File: config.mk
export PLATFORM = sky130hd
export DESIGN_NAME = tpu_a_feeder_flat
export DESIGN_NICKNAME = d
export VERILOG_FILES = /design/src/rtl/tpu_pkg.sv /design/src/rtl/tpu_a_feeder_if.sv /design/src/rtl/tpu_feed_lane.sv /design/src/rtl/tpu_a_feeder.sv /design/src/flat_wrapper.sv
export SDC_FILE = /design/constraint.sdc
export NUM_CORES = 1
export LEC_CHECK = 0
export BUFFER_PORTS_ARGS = -buffer_cell sky130_fd_sc_hd__buf_2
export CAP_MARGIN = 20
export CELL_PAD_IN_SITES_DETAIL_PLACEMENT = 0
export CELL_PAD_IN_SITES_GLOBAL_PLACEMENT = 1
export CORE_MARGIN = 2
export CORE_UTILIZATION = 46
export DETAILED_ROUTE_END_ITERATION = 10
export HOLD_SLACK_MARGIN = 0.1
export MAX_ROUTING_LAYER = met4
export PLACE_DENSITY_LB_ADDON = 0.1
export SETUP_SLACK_MARGIN = 0.1
export SYNTH_ARGS = -nofsm -noshare
export SYNTH_HDL_FRONTEND = slang
export SYNTH_SLANG_ARGS = --single-unit
File: constraint.sdc
create_clock -name clk -period 16.6 [get_ports clk]
set_input_delay 0.83 -clock clk [delete_from_list [all_inputs] [get_ports clk]]
set_output_delay 0.83 -clock clk [all_outputs]
set_load 0.05 [all_outputs]
File: src/rtl/tpu_pkg.sv
// Shared TPU types and default sizes used by the operand feeders and the MAC array.
package tpu_pkg;
   localparam int BITS_AB = 8;
   localparam int BITS_C  = 32;
   localparam int DIM     = 8;

   typedef logic signed [BITS_AB-1:0] operand_t;

   typedef enum logic [0:0] {
      IDLE   = 1'b0,
      STREAM = 1'b1
   } feeder_state_t;
endpackage

File: src/rtl/tpu_a_feeder_if.sv
// Load/stream bus between the host load path, the A feeder and the array's west edge.
interface tpu_a_feeder_if #(
   parameter int BITS_AB = 8,
   parameter int DIM     = 8
) ();
   logic                       en;
   logic                       WrEn;
   logic [$clog2(DIM)-1:0]     Arow;
   logic [DIM*BITS_AB-1:0]     Ain;
   logic                       start;
   logic [DIM*BITS_AB-1:0]     Aout;
   logic                       valid;
   logic                       busy;
   logic                       done;

   // Host / testbench side
   modport master (
      output en, WrEn, Arow, Ain, start,
      input  Aout, valid, busy, done
   );

   // Feeder side
   modport slave (
      input  en, WrEn, Arow, Ain, start,
      output Aout, valid, busy, done
   );
endinterface

File: src/rtl/tpu_feed_lane.sv
// One west-edge lane: stores one tile row and emits element (col - LANE), or 0 outside the row.
module tpu_feed_lane #(
   parameter int BITS_AB = 8,
   parameter int DIM     = 8,
   parameter int LANE    = 0,
   parameter int TW      = 4
) (
   input  logic                          clk,
   input  logic                          rst,
   input  logic                          wr_en,
   input  logic [DIM*BITS_AB-1:0]        row_in,
   input  logic                          load,
   input  logic                          clear,
   input  logic [TW-1:0]                 col,
   output logic signed [BITS_AB-1:0]     aout
);
   logic signed [BITS_AB-1:0] row_q [DIM];
   logic signed [BITS_AB-1:0] row_d [DIM];
   logic signed [BITS_AB-1:0] elem;
   logic signed [BITS_AB-1:0] aout_q, aout_d;

   // Row buffer update: whole row replaced on a decoded write
   always_comb begin
      for (int j = 0; j < DIM; j++) begin
         row_d[j] = row_q[j];
         if (wr_en) row_d[j] = row_in[j*BITS_AB +: BITS_AB];
      end
   end

   // Skew select: this lane sees element j at column LANE+j, padding is exactly zero
   always_comb begin
      elem = '0;
      for (int j = 0; j < DIM; j++) begin
         if (int'(col) == LANE + j) elem = row_q[j];
      end
   end

   // Lane output: cleared at end of stream, loaded on each advancing column, else held
   always_comb begin
      aout_d = aout_q;
      if (clear)     aout_d = '0;
      else if (load) aout_d = elem;
   end

   // Lane registers
   always_ff @(posedge clk or posedge rst) begin
      if (rst) begin
         for (int j = 0; j < DIM; j++) row_q[j] <= '0;
         aout_q <= '0;
      end else begin
         for (int j = 0; j < DIM; j++) row_q[j] <= row_d[j];
         aout_q <= aout_d;
      end
   end

   assign aout = aout_q;
endmodule

File: src/rtl/tpu_a_feeder.sv
// A-operand feeder: buffers a DIM x DIM tile by rows and streams it diagonally skewed into the array.
module tpu_a_feeder #(
   parameter int BITS_AB = tpu_pkg::BITS_AB,
   parameter int DIM     = tpu_pkg::DIM
) (
   input  logic          clk,
   input  logic          rst,
   tpu_a_feeder_if.slave bus
);
   import tpu_pkg::*;

   localparam int TW   = $clog2(2*DIM-1);
   localparam int LAST = 2*DIM-2;

   feeder_state_t state_q, state_d;
   logic [TW-1:0] t_q, t_d;       // index of the column currently on Aout
   logic          valid_q, valid_d;
   logic          busy_q, busy_d;
   logic          done_q, done_d;

   logic accept, advance, finish, row_wr;

   assign accept  = (state_q == IDLE) && bus.start && bus.en;
   assign finish  = (state_q == STREAM) && bus.en && (t_q == TW'(LAST));
   assign advance = (state_q == STREAM) && bus.en && !finish;
   // Start wins over a same-cycle write; writes are never taken mid-stream
   assign row_wr  = (state_q == IDLE) && bus.WrEn && !bus.start;

   // State register
   always_ff @(posedge clk or posedge rst) begin
      if (rst) state_q <= IDLE;
      else     state_q <= state_d;
   end

   // Next-state: leave IDLE on an accepted start, return after the last column
   always_comb begin
      state_d = state_q;
      case (state_q)
         IDLE:    if (accept) state_d = STREAM;
         STREAM:  if (finish) state_d = IDLE;
         default: state_d = IDLE;
      endcase
   end

   // Output/counter next values; a stalled stream (en=0) holds everything but done
   always_comb begin
      t_d     = t_q;
      valid_d = valid_q;
      busy_d  = busy_q;
      done_d  = 1'b0;
      if (accept) begin
         t_d     = '0;
         valid_d = 1'b1;
         busy_d  = 1'b1;
      end else if (advance) begin
         t_d     = t_q + TW'(1);
      end else if (finish) begin
         t_d     = '0;
         valid_d = 1'b0;
         busy_d  = 1'b0;
         done_d  = 1'b1;
      end
   end

   // Counter and status registers
   always_ff @(posedge clk or posedge rst) begin
      if (rst) begin
         t_q     <= '0;
         valid_q <= 1'b0;
         busy_q  <= 1'b0;
         done_q  <= 1'b0;
      end else begin
         t_q     <= t_d;
         valid_q <= valid_d;
         busy_q  <= busy_d;
         done_q  <= done_d;
      end
   end

   assign bus.valid = valid_q;
   assign bus.busy  = busy_q;
   assign bus.done  = done_q;

   // One lane per array row; lanes present the column the counter is moving to
   genvar gi;
   generate
      for (gi = 0; gi < DIM; gi++) begin : g_lane
         logic signed [BITS_AB-1:0] lane_out;

         tpu_feed_lane #(
            .BITS_AB (BITS_AB),
            .DIM     (DIM),
            .LANE    (gi),
            .TW      (TW)
         ) u_lane (
            .clk    (clk),
            .rst    (rst),
            .wr_en  (row_wr && (bus.Arow == ($clog2(DIM))'(gi))),
            .row_in (bus.Ain),
            .load   (accept || advance),
            .clear  (finish),
            .col    (t_d),
            .aout   (lane_out)
         );

         assign bus.Aout[gi*BITS_AB +: BITS_AB] = lane_out;
      end
   endgenerate
endmodule

File: src/flat_wrapper.sv
// flat-port wrapper written by rule: the top's interface ports become plain ports
module tpu_a_feeder_flat import tpu_pkg::*;
#(
   parameter int BITS_AB = tpu_pkg::BITS_AB,
   parameter int DIM     = tpu_pkg::DIM
)
  (clk, rst, bus_en, bus_WrEn, bus_Arow, bus_Ain, bus_start, bus_Aout, bus_valid, bus_busy, bus_done);
  tpu_a_feeder_if #(.BITS_AB(BITS_AB), .DIM(DIM)) bus_i ();
  input  logic clk;
  input  logic rst;
  input wire logic [$bits(bus_i.en)-1:0] bus_en;
  input wire logic [$bits(bus_i.WrEn)-1:0] bus_WrEn;
  input wire logic [$bits(bus_i.Arow)-1:0] bus_Arow;
  input wire logic [$bits(bus_i.Ain)-1:0] bus_Ain;
  input wire logic [$bits(bus_i.start)-1:0] bus_start;
  output wire logic [$bits(bus_i.Aout)-1:0] bus_Aout;
  output wire logic [$bits(bus_i.valid)-1:0] bus_valid;
  output wire logic [$bits(bus_i.busy)-1:0] bus_busy;
  output wire logic [$bits(bus_i.done)-1:0] bus_done;
  assign bus_i.en = bus_en;
  assign bus_i.WrEn = bus_WrEn;
  assign bus_i.Arow = bus_Arow;
  assign bus_i.Ain = bus_Ain;
  assign bus_i.start = bus_start;
  assign bus_Aout = bus_i.Aout;
  assign bus_valid = bus_i.valid;
  assign bus_busy = bus_i.busy;
  assign bus_done = bus_i.done;
  tpu_a_feeder #(.BITS_AB(BITS_AB), .DIM(DIM)) u_core (.clk(clk), .rst(rst), .bus(bus_i));
endmodule
* After elaboration in Yosys (flattened, before gate mapping)
Cells that the tools add are included.
Storage, ports and cells: register bits 583
Cells by class: $add $sub $neg 1, equality and inequality tests 23, muxes and demuxes 92, bitwise logic cells 1, reduce and logical (&&, ||, !) cells 23
Operators by type and width (count):
- $mux W8 | 80
- $eq A4 B4 Y1 const B | 9
- $eq A4 B3 Y1 const B | 4
- $logic_and A1 B1 Y1 | 15
- $eq A3 B3 Y1 const B | 4
- $mux W4 | 3
- $eq A4 B2 Y1 const B | 2
- $mux W1 | 8
- $eq A3 B2 Y1 const B | 2
- $add A4 B1 Y4 const B | 1
- $logic_not A4 Y1 | 1
- $reduce_bool A2 Y1 | 2
- $eq A3 B1 Y1 const B | 1
- $logic_not A3 Y1 | 1
- $logic_not A1 Y1 | 2
- $ne A2 B1 Y1 const B | 1
- $pmux W1 S2 | 1
- $reduce_and A2 Y1 | 1
- $logic_or A1 B1 Y1 | 1
- $not A1 Y1 | 1

* Longest topological paths before layout
Gate-level depths: netlist of the first run.
word-level depth 17, mapped depth 14

* Cells and area by module
Synthesis of the first run repeated with hierarchy kept, for this count alone.
Second synthesis, totals: cells, all modules 2212, area total of the unflattened synthesis 27665.3 um2
By module, submodules not included:
- tpu_feed_lane at u_core.g_lane[6].u_lane | instances 1, cells each 295, area each 3484.6 um2
- tpu_feed_lane at u_core.g_lane[7].u_lane | instances 1, cells each 293, area each 3483.3 um2
- tpu_feed_lane at u_core.g_lane[2].u_lane | instances 1, cells each 272, area each 3418.3 um2
- tpu_feed_lane at u_core.g_lane[4].u_lane | instances 1, cells each 252, area each 3402.0 um2
- tpu_feed_lane at u_core.g_lane[0].u_lane | instances 1, cells each 267, area each 3398.3 um2
- tpu_feed_lane at u_core.g_lane[1].u_lane | instances 1, cells each 260, area each 3398.3 um2
- tpu_feed_lane at u_core.g_lane[3].u_lane | instances 1, cells each 269, area each 3367.0 um2
- tpu_feed_lane at u_core.g_lane[5].u_lane | instances 1, cells each 251, area each 3285.7 um2
- tpu_a_feeder | instances 1, cells each 53, area each 427.9 um2

* Least setup slack after synthesis of the first run
Ideal clock, no wire load.
path kind input to register, start in bus_start, end reg u_core.g_lane[2].u_lane.aout_q[7], library setup time 0.124 ns, arrival 2.708 ns, data required time 16.476 ns, slack 13.768 ns, stages 12, buffers on the path 4, cell sequence buf_2 -> o211a_1 -> or3_1 -> buf_2 -> clkinv_4 -> nor2_4 -> and2_4 -> buf_6 -> buf_6 -> a22oi_1 -> a31oi_1 -> a211o_1
Between the ends: cells in the longest elaborated chain, start to end 14, elaborated cells between the ends (all ways) 23
Ends and longest elaborated chain:
- from (decl) | line flat_wrapper.sv:15 | input wire logic [$bits(bus_i.start)-1:0] bus_start;
- $logic_and A1 B1 Y1 * (2 in series) | line tpu_a_feeder.sv:23 | assign accept = (state_q == IDLE) && bus.start && bus.en;
- $mux W4 | line tpu_a_feeder.sv:51 | if (accept) begin
- $eq A4 B3 Y1 | line tpu_feed_lane.sv:34 | if (int'(col) == LANE + j) elem = row_q[j];
- $mux W8 (8 in series) | line tpu_feed_lane.sv:34
- $mux W8 | line tpu_feed_lane.sv:42 | else if (load) aout_d = elem;
- $mux W8 | line tpu_feed_lane.sv:41 | if (clear) aout_d = '0;
- to (signal assigned) | line tpu_feed_lane.sv:52 | aout_q <= aout_d;
- to (decl) | line tpu_feed_lane.sv:20 | logic signed [BITS_AB-1:0] aout_q, aout_d;
Every way passes the cells marked *; elsewhere a longest branch is shown, timed or not. The select of a mux whose other input is x is not followed. A chain may end at the register's enable or synchronous reset.

* Final worst setup path of the first run
start reg u_core.t_q[0], end reg u_core.g_lane[4].u_lane.aout_q[7]
Between the ends: cells in the longest elaborated chain, start to end 17, elaborated cells between the ends (all ways) 28
Ends and longest elaborated chain:
- from (decl) | line tpu_a_feeder.sv:16 | logic [TW-1:0] t_q, t_d;
- from (signal assigned) | line tpu_a_feeder.sv:73 | t_q <= t_d;
- branches (longest 17 deep; another with $add A4 B1 Y4)
- to (signal assigned) | line tpu_feed_lane.sv:52
- to (decl) | line tpu_feed_lane.sv:20
Parallel ways; which one is timed is not known. The select of a mux whose other input is x is not followed.

==> results, run 1 <==
- The flow ran to the end, and the final reports show no timing, DRC or antenna violations.
- The power density of the placed cells is 185 nW/um^2.
- The launching instance or port of the critical path is u_core.t_q[0]$_DFF_PP0_.
- Counting instances in the post-synthesis netlist gives the leading cell types as sky130_fd_sc_hd__dfrtp_1 (583), sky130_fd_sc_hd__mux2_2 (513), sky130_fd_sc_hd__nand2_1 (146).
- At the pin with the least slew margin, the transition time is 1.15 ns.
- The standby leakage power is 14.2 nW.
- Setup total negative slack on the finished layout was measured at 0 ns.
- When the netlist entered floorplanning its net count stood at between 2000 and 2500.
- The share of Yosys cell area claimed by the top area cell type is 0.563.
- The number of clock sinks seen by CTS is 583.
- Measured against its own limit, the worst slew margin works out to 0.231.
- The final weighted congestion in routability-driven placement is about 0.85.
- The count of endpoints failing hold in the final timing report came to 0.
- The data required time of the critical path is roughly 17 ns.
- The cell sitting at the root of the clock tree is a sky130_fd_sc_hd__clkbuf_16.
- The clock tree from TritonCTS is yes.
- The synthesized netlist cell count is 2042.
- The die height is ~240 microns.
- The capture point of the worst path is u_core.g_lane[4].u_lane.aout[7]$_DFFE_PP0P_.
- The number of warnings issued by yosys is 0.
- The clock arrives with 0.0211 ns of skew.
- The largest total area in the synthesized netlist belongs to sky130_fd_sc_hd__dfrtp_1.
- The worst-case clock buffer depth is 3.
- The main flop type after synthesis is sky130_fd_sc_hd__dfrtp_1.
- In this run, synthesis inferred 0 flip-flops with an integrated enable.
- The final route contains about 18000 vias.
- Setup repair after global routing left no endpoint under its margin.
- For the worst flop-to-flop path, the logic depth is 12.
- The number of buffers created by CTS is between 60 and 70.
- The layout overhead on the synthesized area is 13.2%.
- The worst-case hold slack is 0.188 ns.
- The source of the worst register-to-register timing path is u_core.t_q[0]$_DFF_PP0_.
- The net count of the finished layout is between 2000 and 2500.
- The fmax is 224 MHz.
- The critical path in this run is classified as reg -> reg.
- The worst register-to-register path ends at u_core.g_lane[4].u_lane.aout[7]$_DFFE_PP0P_.
- The clock reaches the later pin of the worst-skew pair after 0.61 ns.
- The post-CTS setup repair buffer count is 0.
- The post-route DRC violation count is 0.
- The initial antenna violation count is 9.
- Clock-pin slew was measured on the worst setup and hold paths at 0.06 ns.
- Port buffering added 138 buffers.
- The number of maximum-capacitance constraint violations is 0.
- The total area inside the core boundary comes to approximately 56000 sq um.
- The post-synthesis area per instance is 12.7 sq um.
- The number of routed nets with antenna violations is 0.
- The startpoint kind of the worst setup timing path is a flip-flop.
- Of all nets on the critical path, the largest fanout is 40.
- The largest voltage drop on the vdd net is 117 uV.
- The H-tree was split into 3 levels.
- Summed over all layers, the routed wires come to 94.1 mm.
- The horizontal die dimension is 241 microns.
- Of the cells placed in the final design, the portion with a size suffix greater than 1 is 0.374.
- The minimum clock period after layout is 4.47 ns.
- In this run the register-to-register setup slack is 12.13 ns.
- In this run the cell area of the synthesized design comes to approximately 26000 sq um.
- The arrival time at the worst endpoint is 4.95 ns.
- The count of pins over their slew limit is 0.
- The starting DRC count in detailed routing is 1625.
- Detailed placement finished with a half-perimeter wire length of 57.9 mm.
- The share of synthesized flip-flops with an asynchronous set or reset is 1.00.
- The initial core utilization is 0.462.
- Setup violations remaining at the end of the flow were counted as 0.
- The number of optimization iterations in the first detailed-route pass is 5.
- The I/O pin total is 139.
- The total number of placement rows is 87.
- The number of gates resized after CTS was 0.
- The largest net degree at the start of global routing is 171.
- The first global-routing pass estimated approximately 130 mm of wire.
- The sort of element at the end of the critical path is a flip-flop.
- By area the synthesized netlist is led by sky130_fd_sc_hd__dfrtp_1 (56%), sky130_fd_sc_hd__mux2_2 (22%), sky130_fd_sc_hd__nand2_1 (2.1%).
- The post-synthesis sequential element count is roughly 600.
- In the final routed layout, each cell accounts on average for 32.0 microns.
- The count of unique library cells instantiated by Yosys is 60.
- In the routed layout, each cell is associated on average with a via count of 6.26.
- The fraction of the cycle the final worst path needs is 0.269.
- The via count of the first global-routing pass was 17900.
- The total design power is between 5 and 6 mW.
- The most common cell in the netlist is sky130_fd_sc_hd__dfrtp_1.
- The total global-route track usage is 0.336.
- For this run, the register share of the synthesized area comes to 0.563.
- The die covers 58300 sq um.
- Global routing finished with a remaining overflow of 0.
- The count of hold buffers inserted by post-cts repair is 0.
- The min-delay analysis places its worst path in the category in -> async.
power breakdown:
part	total, mW	switching, mW	internal, mW
combinational	1.93	1.29	0.643
sequential	2.08	0.255	1.83
clock	1.41	0.586	0.828
placed cells by master, fill, tap and decap left out, types with 24 or more instances in the layout:
master	count
sky130_fd_sc_hd__dfrtp_1	583
sky130_fd_sc_hd__mux2_2	513
sky130_fd_sc_hd__nand2_1	140
sky130_fd_sc_hd__buf_2	138
sky130_fd_sc_hd__o21ai_0	87
sky130_fd_sc_hd__a21oi_1	80
sky130_fd_sc_hd__clkbuf_16	69
sky130_fd_sc_hd__a22oi_1	61
sky130_fd_sc_hd__nor2_1	57
sky130_fd_sc_hd__o22ai_1	42
sky130_fd_sc_hd__mux2i_1	33
sky130_fd_sc_hd__a221oi_1	32
sky130_fd_sc_hd__buf_4	32
sky130_fd_sc_hd__a211oi_1	24
how the worst min path moves through the flow:
stage                                            startpoint                                       endpoint  slack, ns  cells past startpoint
2_1_floorplan  u_core.g_lane[4].u_lane.row_q[9]$_DFFE_PP0P_    u_core.g_lane[4].u_lane.aout[1]$_DFFE_PP0P_       0.45                      1
3_3_place_gp   u_core.g_lane[4].u_lane.row_q[8]$_DFFE_PP0P_    u_core.g_lane[4].u_lane.aout[0]$_DFFE_PP0P_       0.46                      1
3_5_place_dp    u_core.g_lane[4].u_lane.aout[2]$_DFFE_PP0P_    u_core.g_lane[4].u_lane.aout[2]$_DFFE_PP0P_       0.46                      2
4_1_cts                                                 rst  u_core.g_lane[0].u_lane.row_q[19]$_DFFE_PP0P_       0.17                      2
5_1_grt                                                 rst   u_core.g_lane[0].u_lane.row_q[3]$_DFFE_PP0P_       0.20                      2
6_report                                                rst   u_core.g_lane[0].u_lane.row_q[3]$_DFFE_PP0P_       0.19                      2
critical path, cell delays in order, from the launching register on:
cell and delay, ns:
sky130_fd_sc_hd__dfrtp_1 0.54, sky130_fd_sc_hd__inv_1 0.09, sky130_fd_sc_hd__ha_1 0.25, sky130_fd_sc_hd__and3_1 0.30, sky130_fd_sc_hd__a2bb2oi_4 0.20, sky130_fd_sc_hd__buf_4 0.24, sky130_fd_sc_hd__inv_2 0.39, sky130_fd_sc_hd__buf_4 0.54
sky130_fd_sc_hd__nor2_1 0.13, sky130_fd_sc_hd__and2_2 0.57, sky130_fd_sc_hd__a211oi_1 0.72, sky130_fd_sc_hd__a211o_1 0.21, sky130_fd_sc_hd__nand3_1 0.07
state kept, by name, summed over array words and instances (netlist names):
signal	count
u_core.bus.done	1
u_core.g_lane.u_lane.aout	64
u_core.state_q	1
u_core.t_q	4
u_core.bus.valid	1
u_core.g_lane.u_lane.row_q	512
per-layer routing:
metal,wire length (microns),global-route usage
met5,0,-
met4,3430,0.129
met3,8340,0.0966
met1,41800,0.463
met2,40500,0.470
metrics by stage:
step / cell area [sq um] / setup WS (ns) / cells / utilization
after CTS: 29300 / 12.26 / 2932 / 0.523
after global placement: 27300 / 11.99 / 2822 / 0.487
after detailed placement: 27300 / 11.94 / 2822 / 0.487
after floorplan: 25900 / 7.82 / 2042 / -
final: 29400 / 12.13 / 2937 / 0.524
after global routing: 29300 / 12.06 / 2935 / 0.523
logic make-up (layout without fill, tap and decap cells):
| kind of cell | count (synthesis) | after routing | share of synthesized area |
|---|---|---|---|
| buffers and inverters | 154 | 288 | 0.0265 |
| AOI/OAI and AO/OA | 464 | 464 | 0.123 |
| muxes | 546 | 546 | 0.236 |
| xor gates and xnor gates | 2 | 2 | 0.000676 |
| adders and majority gates | 2 | 2 | 0.000965 |
| DFF | 583 | 583 | 0.563 |
| other | 0 | 5 | 0 |
| and+or+nand+nor | 291 | 291 | 0.0502 |
area by class of cell:
cell class,instances,area [sq um]
Clock buffer,101,1970
Timing Repair Buffer,172,971
Clock inverter,9,80.1
Fill cell,4880,26700
Inverter,6,31.3
Sequential cell,583,14600
Multi-Input combinational cell,1305,10800
Tap cell,756,946
Antenna cell,5,12.5
Note: power is estimated with default switching activity, not from simulation.
==> run 2: changes to the inputs <==
clock period = 3.6 ns   (was 16.6 ns; I/O delays follow)
==> run 2 against run 1 <==
  * Sequential share of layout area fell by 1.8 points
  * Clock power rose to 4.8 times the previous value
  * Global-route usage rose by 2.5 points
  * Wire length rose by 7.1%
  * Highest routed layer unchanged
  * Register-to-register slack got worse by 12 ns
  * Critical path depth fell by 1
==> results, run 2 (synthesis gave the netlist of run 1 again) <==
- Relative to the synthesized area, the layout overhead comes to 17.4%.
- The post-layout net count is 2301.
- More flip-flops sit in one register than any other, and that register is u_core.g_lane.u_lane.row_q.
- The worst-case clock buffer depth is 3.
- The clock tree from TritonCTS is yes.
- Clock-pin slew was measured on the worst setup and hold paths at about 0.060 ns.
- The count of endpoints failing hold in the final timing report is 0.
- The top cell types in the final layout, fill and taps aside, are sky130_fd_sc_hd__dfrtp_1 (582), sky130_fd_sc_hd__mux2_2 (513), sky130_fd_sc_hd__nand2_1 (140), sky130_fd_sc_hd__buf_2 (138), sky130_fd_sc_hd__o21ai_0 (87).
- The total area inside the core boundary comes to 56100 sq um.
- The summed negative setup slack over all endpoints is 0 ns.
- The post-route clock skew is 0.0264 ns.
- The number of buffers created by CTS is 67.
- Along the worst path, the maximum fanout reaches 24.
- The overall overflow remaining after global route is 0.
- Once layout is done, the placed cells without fillers occupy between 30000 and 40000 sq um.
- In the routed layout, each cell is associated on average with a via count of 6.40.
- The total length of routed wires is 101 mm.
- In this run the tool buffered the top-level ports with 138 buffer cells.
- The filler cells instantiated in the layout total 4782.
- Including well taps, the total number of placed cells is around 2900.
- The longest individual stage delay on the worst path is 0.55 ns.
- The signal on the critical path passes through inv_1 > ha_1 > and4b_1 > or3_2 > clkinv_4 > buf_4 > a21oi_1 > a221oi_1 > a211oi_1 > a211o_1 > nand3_1.
- The root buffer cell is sky130_fd_sc_hd__clkbuf_16.
- The floorplan step set the die width to between 200 and 250 microns.
- The number of routed nets with antenna violations is 0.
- Once detailed placement completed, the half-perimeter wirelength came to 66.4 mm.
- The library cell used most frequently in the layout, excluding fill and tap cells, is sky130_fd_sc_hd__dfrtp_1.
- The count of pins over their slew limit is 0.
- The via count of the first global-routing pass was roughly 19000.
- The total vias in the final route is 19400.
- The starting DRC count in detailed routing is between 2000 and 2500.
- The post-placement cell area is 28000 sq um.
- Summed over all cells, the static leakage comes to between 10 and 15 nW.
- The die height is 241 microns.
- The slew at the pin with the worst max-slew slack is 1.15 ns.
- The worst hold path class is in -> reg.
- The final weighted congestion in routability-driven placement is between 0.9 and 1.
- The routed length per instance is between 30 and 40 microns.
- The clock latency on the worst-skew pair is 0.62 ns.
- The kind of critical path is reg -> reg.
- The number of standard cells in the layout, taps in and fillers out is 3035.
- Pin placement for this block handled 139 I/O pins.
- The H-tree level count is 3.
- Setup violations remaining at the end of the flow were counted as 0.
- The fmax is about 300 MHz.
- The worst setup path is captured at a flip-flop.
- Before antenna repair, the detailed router went through 5 iterations.
- Of the cells placed in the final design, the portion with a size suffix greater than 1 is 0.395.
- The fraction of the cycle the final worst path needs is 0.939.
- At the placement stage, the worst setup path has a slack of ~0.19 ns.
- The slowest stage of the critical path belongs to the cell sky130_fd_sc_hd__or3_2.
- The run finished with clean final reports.
- The flip-flop count of the largest register, all copies and words added is 512.
- The total number of placement rows is 87.
- The post-route DRC violation count is 0.
- Subtracting the final worst setup slack from the clock period gives between 3 and 4 ns.
- The relative slew slack is 0.235.
- The worst path setup slack after routing is 0.219 ns.
- The tree built by TritonCTS fans out to roughly 580 sinks.
- STA classifies the critical path startpoint as a flip-flop.
- The largest voltage drop on the vdd net is 500 uV.
- Across the run, the number of max-cap violations was 0.
- Setup repair after global routing left no endpoint under its margin.
- The initial core utilization is 0.462.
- Across every metal layer, demand over resource in global routing totals 0.361.
- The first global-routing pass estimated about 140 mm of wire.
- The power density of the placed cells is 864 nW/um^2.
- Entering global routing, the biggest net connects around 120 pins.
- The die covers a little under 60000 sq um.
- The initial antenna violation count is 6.
- Data on the critical path arrives at its endpoint at just under 4 ns.
- The data required time of the critical path is 4.14 ns.
==> run 2: cell types whose count changed in the layout (fill, tap and decap cells not counted), sizes merged <==
cell	previous run	this run
inv	6	8
clkinvlp	2	1
bufinv	1	0
buf	172	239
clkinv	6	12
dlygate4sd3	0	25
==> run 2: per-layer routing <==
| layer | vias to the layer above | global-route usage | share of wire |
|---|---|---|---|
| met3 | 132 | 0.0736 | 0.082 |
| met4 | 0 | 0.0954 | 0.026 |
| met5 | - | - | 0 |
| li1 | 7996 | - | - |
| met1 | 10400 | 0.532 | 0.46 |
| met2 | 945 | 0.507 | 0.43 |
==> run 2: worst paths after layout <==
check | from | end | slack [ns] | depth (start not counted)
setup reg to reg | u_core.t_q[0]$_DFF_PP0_ | u_core.g_lane[4].u_lane.aout[5]$_DFFE_PP0P_ | 0.22 | 11
hold reg to reg | u_core.g_lane[4].u_lane.row_q[8]$_DFFE_PP0P_ | u_core.g_lane[4].u_lane.aout[0]$_DFFE_PP0P_ | 0.48 | 1
min in group asynchronous | rst | u_core.g_lane[2].u_lane.row_q[2]$_DFFE_PP0P_ | 0.19 | 3
hold / removal | bus_Ain[59] | u_core.g_lane[0].u_lane.row_q[3]$_DFFE_PP0P_ | 0.13 | 2
max in group asynchronous | rst | u_core.g_lane[5].u_lane.aout[5]$_DFFE_PP0P_ | 2.29 | 5
setup / recovery | u_core.t_q[0]$_DFF_PP0_ | u_core.g_lane[4].u_lane.aout[5]$_DFFE_PP0P_ | 0.22 | 11
==> run 2: layout make-up <==
class | instances | area (sq um) | area share
Inverter | 6 | 31.3 | 0.00103
Antenna cell | 5 | 12.5 | 0.000411
Timing Repair Buffer | 264 | 1900 | 0.0624
Clock buffer | 101 | 2060 | 0.0676
Clock inverter | 15 | 118 | 0.00386
Sequential cell | 583 | 14600 | 0.479
Tap cell | 756 | 946 | 0.0311
Multi-Input combinational cell | 1305 | 10800 | 0.354
==> run 2: report_power, final <==
part	leakage, nW	internal (mW)	switching (mW)
logic	5.86	3.44	6.39
registers	7.87	8.43	1.25
clock network	1.08	3.96	2.83
==> run 2: critical path: cells and delay by family, from the launching register on <==
kind / cells / cell delay (ns)
adder cells (fa/ha/maj): 1 / 0.24
buffers and inverters: 3 / 0.65
AO/OA/AOI/OAI: 4 / 1.11
AND/OR/NAND/NOR: 3 / 0.84
flip-flops: 1 / 0.45
==> run 2: metrics by stage <==
stage / hold WS [ns] / util / total power [mW]
detailed placement: 0.272 / 0.499 / 19.3
finish: 0.127 / 0.543 / 26.3
global route: 0.102 / 0.543 / 27.3
CTS: 0.104 / 0.542 / 26.1
global placement: 0.276 / 0.499 / 19.1
floorplan: 0.331 / - / 15.1
==> run 2: what timing repair did <==
action,4_1_cts,5_1_grt
hold buffers,24,1
setup buffers,0,0
gates resized for setup,0,5
hold endpoints to repair,176,1
endpoints found under the setup margin,0,6
==> run 3: changes to the inputs <==
CTS_BUF_LIST = sky130_fd_sc_hd__clkbuf_16   (was default)
==> run 3 against run 2 <==
  * Count of clock-buffer cells in the layout down 31
  * Critical path depth is the same
  * Total power decreased by 1.8%
  * Clock power decreased by 6.6%
  * Sequential power about the same
  * Via count fell by 0.72%
  * Hold slack worse by 0.011 ns
  * Die area stayed put
  * Non-clock buffer count unchanged
  * Global-route usage is essentially flat
  * First-iteration DRC count rose by 0.27%
  * Critical path type unchanged
  * Largest power group unchanged
  * Highest routed layer unchanged
==> results, run 3 (synthesis gave the netlist of run 1 again) <==
- STA classifies the critical path endpoint as a flip-flop.
- The total length of routed wires is 101 mm.
- The post-route DRC violation count is 0.
- For this run, global-route usage on met2 was measured as 0.507.
- The fraction of the cycle the final worst path needs is 0.983.
- The kind of critical path is reg -> reg.
- VDD sags by at most just under 500 uV.
- Based on the critical path, the design can be clocked at up to 283 MHz.
- The post-layout net count is between 2000 and 2500.
- Along the worst path, the maximum fanout reaches 24.
- In the layout the commonest cells are sky130_fd_sc_hd__dfrtp_1 (582), sky130_fd_sc_hd__mux2_2 (513), sky130_fd_sc_hd__nand2_1 (140), sky130_fd_sc_hd__buf_2 (138), sky130_fd_sc_hd__o21ai_0 (87).
- The count of pins over their slew limit is 0.
- The I/O pin total is 139.
- The die is 241 microns wide.
- The root buffer cell is sky130_fd_sc_hd__clkbuf_16.
- The most used routing layer is met1.
- The register with the most flip-flops in the final layout is u_core.g_lane.u_lane.row_q.
- The register with the most flip-flops in the layout has 512 of them.
- In this run the remaining antenna-violating nets after routing total 0.
- After floorplanning, the core was divided into 87 placement rows.
- Global routing finished with a remaining overflow of 0.
- The layout has a little under 5000 filler cells.
- Leaving out fill and tap cells, the most frequent cell in the layout is sky130_fd_sc_hd__dfrtp_1.
- The count of endpoints failing hold in the final timing report is 0.
- Setup violations remaining at the end of the flow were counted as 0.
- Final hold analysis gives a worst-case slack of 0.116 ns.
- The post-placement cell area is 28000 sq um.
- The run finished with clean final reports.
- The number of clock sinks seen by CTS is 583.
- The layout overhead on the synthesized area is 16.6%.
- Setup repair after global routing could not meet its margin everywhere.
- In this run, CTS created clock tree buffers numbering 67.
- The clock latency on the worst-skew pair is 0.62 ns.
- Once layout is complete, the utilization of the core stands at 0.539.
- The initial antenna violation count came to 6.
- The total vias in the final route is between 15000 and 20000.
- At the pin with the least slew margin, the transition time is 1.13 ns.
- The data required time of the critical path is around 4.1 ns.
- The finished cells cover 30200 sq um.
- The first global-routing pass estimated 143 mm of wire.
- The worst hold path class is in -> reg.
- STA classifies the critical path startpoint as a flip-flop.
- The post-route clock skew is 0.0278 ns.
- For met1 alone, demand over resource in global routing was 0.531.
- The analysis attributes to cell leakage a power of 14.8 nW.
- The starting DRC count in detailed routing is 2199.
- The clock tree from TritonCTS is yes.
- The ratio of routed vias to standard cells is 6.36.
- The relative slew slack is 0.246.
- The power density of the placed cells is 854 nW/um^2.
- After legalization and detailed placement, the total HPWL measured between 60 and 70 mm.
- The via count of the first global-routing pass is 18600.
- The largest net degree at the start of global routing is 115.
- The die covers 58300 sq um.
- The tool flagged a number of max-cap violations equal to 0.
- For this configuration, the core starts out at a cell density of 0.462.
- In the global route stage, met3 resource usage came out at 0.0730.
- Buffers placed on the I/O ports in this run total 138.
- The total global-route track usage is 0.361.
- The H-tree level count is 3.
- At the end of routability-driven placement, the weighted congestion stood at between 0.9 and 1.
- The first TritonRoute pass finished after 5 iterations.
- The fraction of final layout cells with drive strength greater than 1 is 0.387.
- Setup total negative slack on the finished layout was measured at 0 ns.
- The floorplan step defined a core boundary enclosing ~56000 sq um.
- The clock-pin slew on the worst setup and hold paths is 0.06 ns.
- The routed length per instance is between 30 and 40 microns.
- Setup slack on the worst reg-to-reg path comes out at 0.06 ns.
- The worst-case clock buffer depth is 3.
- The arrival time at the worst endpoint is between 4 and 5 ns.
- In this run the vertical extent of the chip is 241 microns.
- The clock period could shrink to 3.54 ns.
## run 3: worst paths after layout
check	from	to	depth (start not counted)
max	u_core.t_q[0]$_DFF_PP0_	u_core.g_lane[4].u_lane.aout[3]$_DFFE_PP0P_	11
min	bus_Ain[11]	u_core.g_lane[6].u_lane.row_q[51]$_DFFE_PP0P_	2
max reg2reg	u_core.t_q[0]$_DFF_PP0_	u_core.g_lane[4].u_lane.aout[3]$_DFFE_PP0P_	11
min reg2reg	u_core.g_lane[2].u_lane.aout[7]$_DFFE_PP0P_	u_core.g_lane[2].u_lane.aout[7]$_DFFE_PP0P_	1
max in group asynchronous	rst	u_core.g_lane[5].u_lane.aout[5]$_DFFE_PP0P_	5
min in group asynchronous	rst	u_core.g_lane[0].u_lane.aout[6]$_DFFE_PP0P_	3
## run 3: cell type report
class,count,area (sq um),share of cell area
Tap cell,756,946,0.0313
Antenna cell,2,5.00,0.000166
Multi-Input combinational cell,1305,10800,0.356
Sequential cell,583,14600,0.483
Clock inverter,46,234,0.00774
Clock buffer,70,1750,0.0579
Timing Repair Buffer,264,1900,0.0628
Inverter,6,31.3,0.00103
## run 3: power breakdown
part           internal, mW  switching (mW)  total (mW)
clock network          3.52            2.81        6.33
logic                  3.44            6.37        9.80
registers              8.43            1.25        9.68
## run 3: critical path, cell delays in order, from the launching register on
cell and delay, ns:
sky130_fd_sc_hd__dfrtp_1 0.45, sky130_fd_sc_hd__inv_1 0.07, sky130_fd_sc_hd__ha_1 0.24, sky130_fd_sc_hd__and4b_1 0.21, sky130_fd_sc_hd__or3_2 0.54, sky130_fd_sc_hd__clkinv_4 0.22, sky130_fd_sc_hd__buf_4 0.36, sky130_fd_sc_hd__a21oi_1 0.07
sky130_fd_sc_hd__a221oi_1 0.60, sky130_fd_sc_hd__a211oi_1 0.25, sky130_fd_sc_hd__a211o_1 0.34, sky130_fd_sc_hd__nand3_1 0.09
## run 3: repair_timing
action / CTS / global route
gates resized for setup: 0 / 4
hold buffers: 24 / 1
setup buffers: 0 / 0
endpoints found under the hold margin: 175 / 1
setup endpoints to repair: 0 / 5
## run 3: per-layer routing
metal,up-vias,wire [microns],part of all wire
met5,-,0,0
met4,0,2890,0.029
met3,153,8390,0.083
met2,926,43400,0.43
met1,10300,46100,0.46
li1,7968,-,-
## run 3: through the flow
stage | power [mW] | setup WS, ns | cells
floorplan | 15.1 | -4.53 | 2042
global placement | 19.1 | 0.167 | 2889
detailed placement | 19.3 | 0.193 | 2889
CTS | 25.6 | 0.162 | 3029
global route | 26.8 | 0.0975 | 3032
finish | 25.8 | 0.0623 | 3032
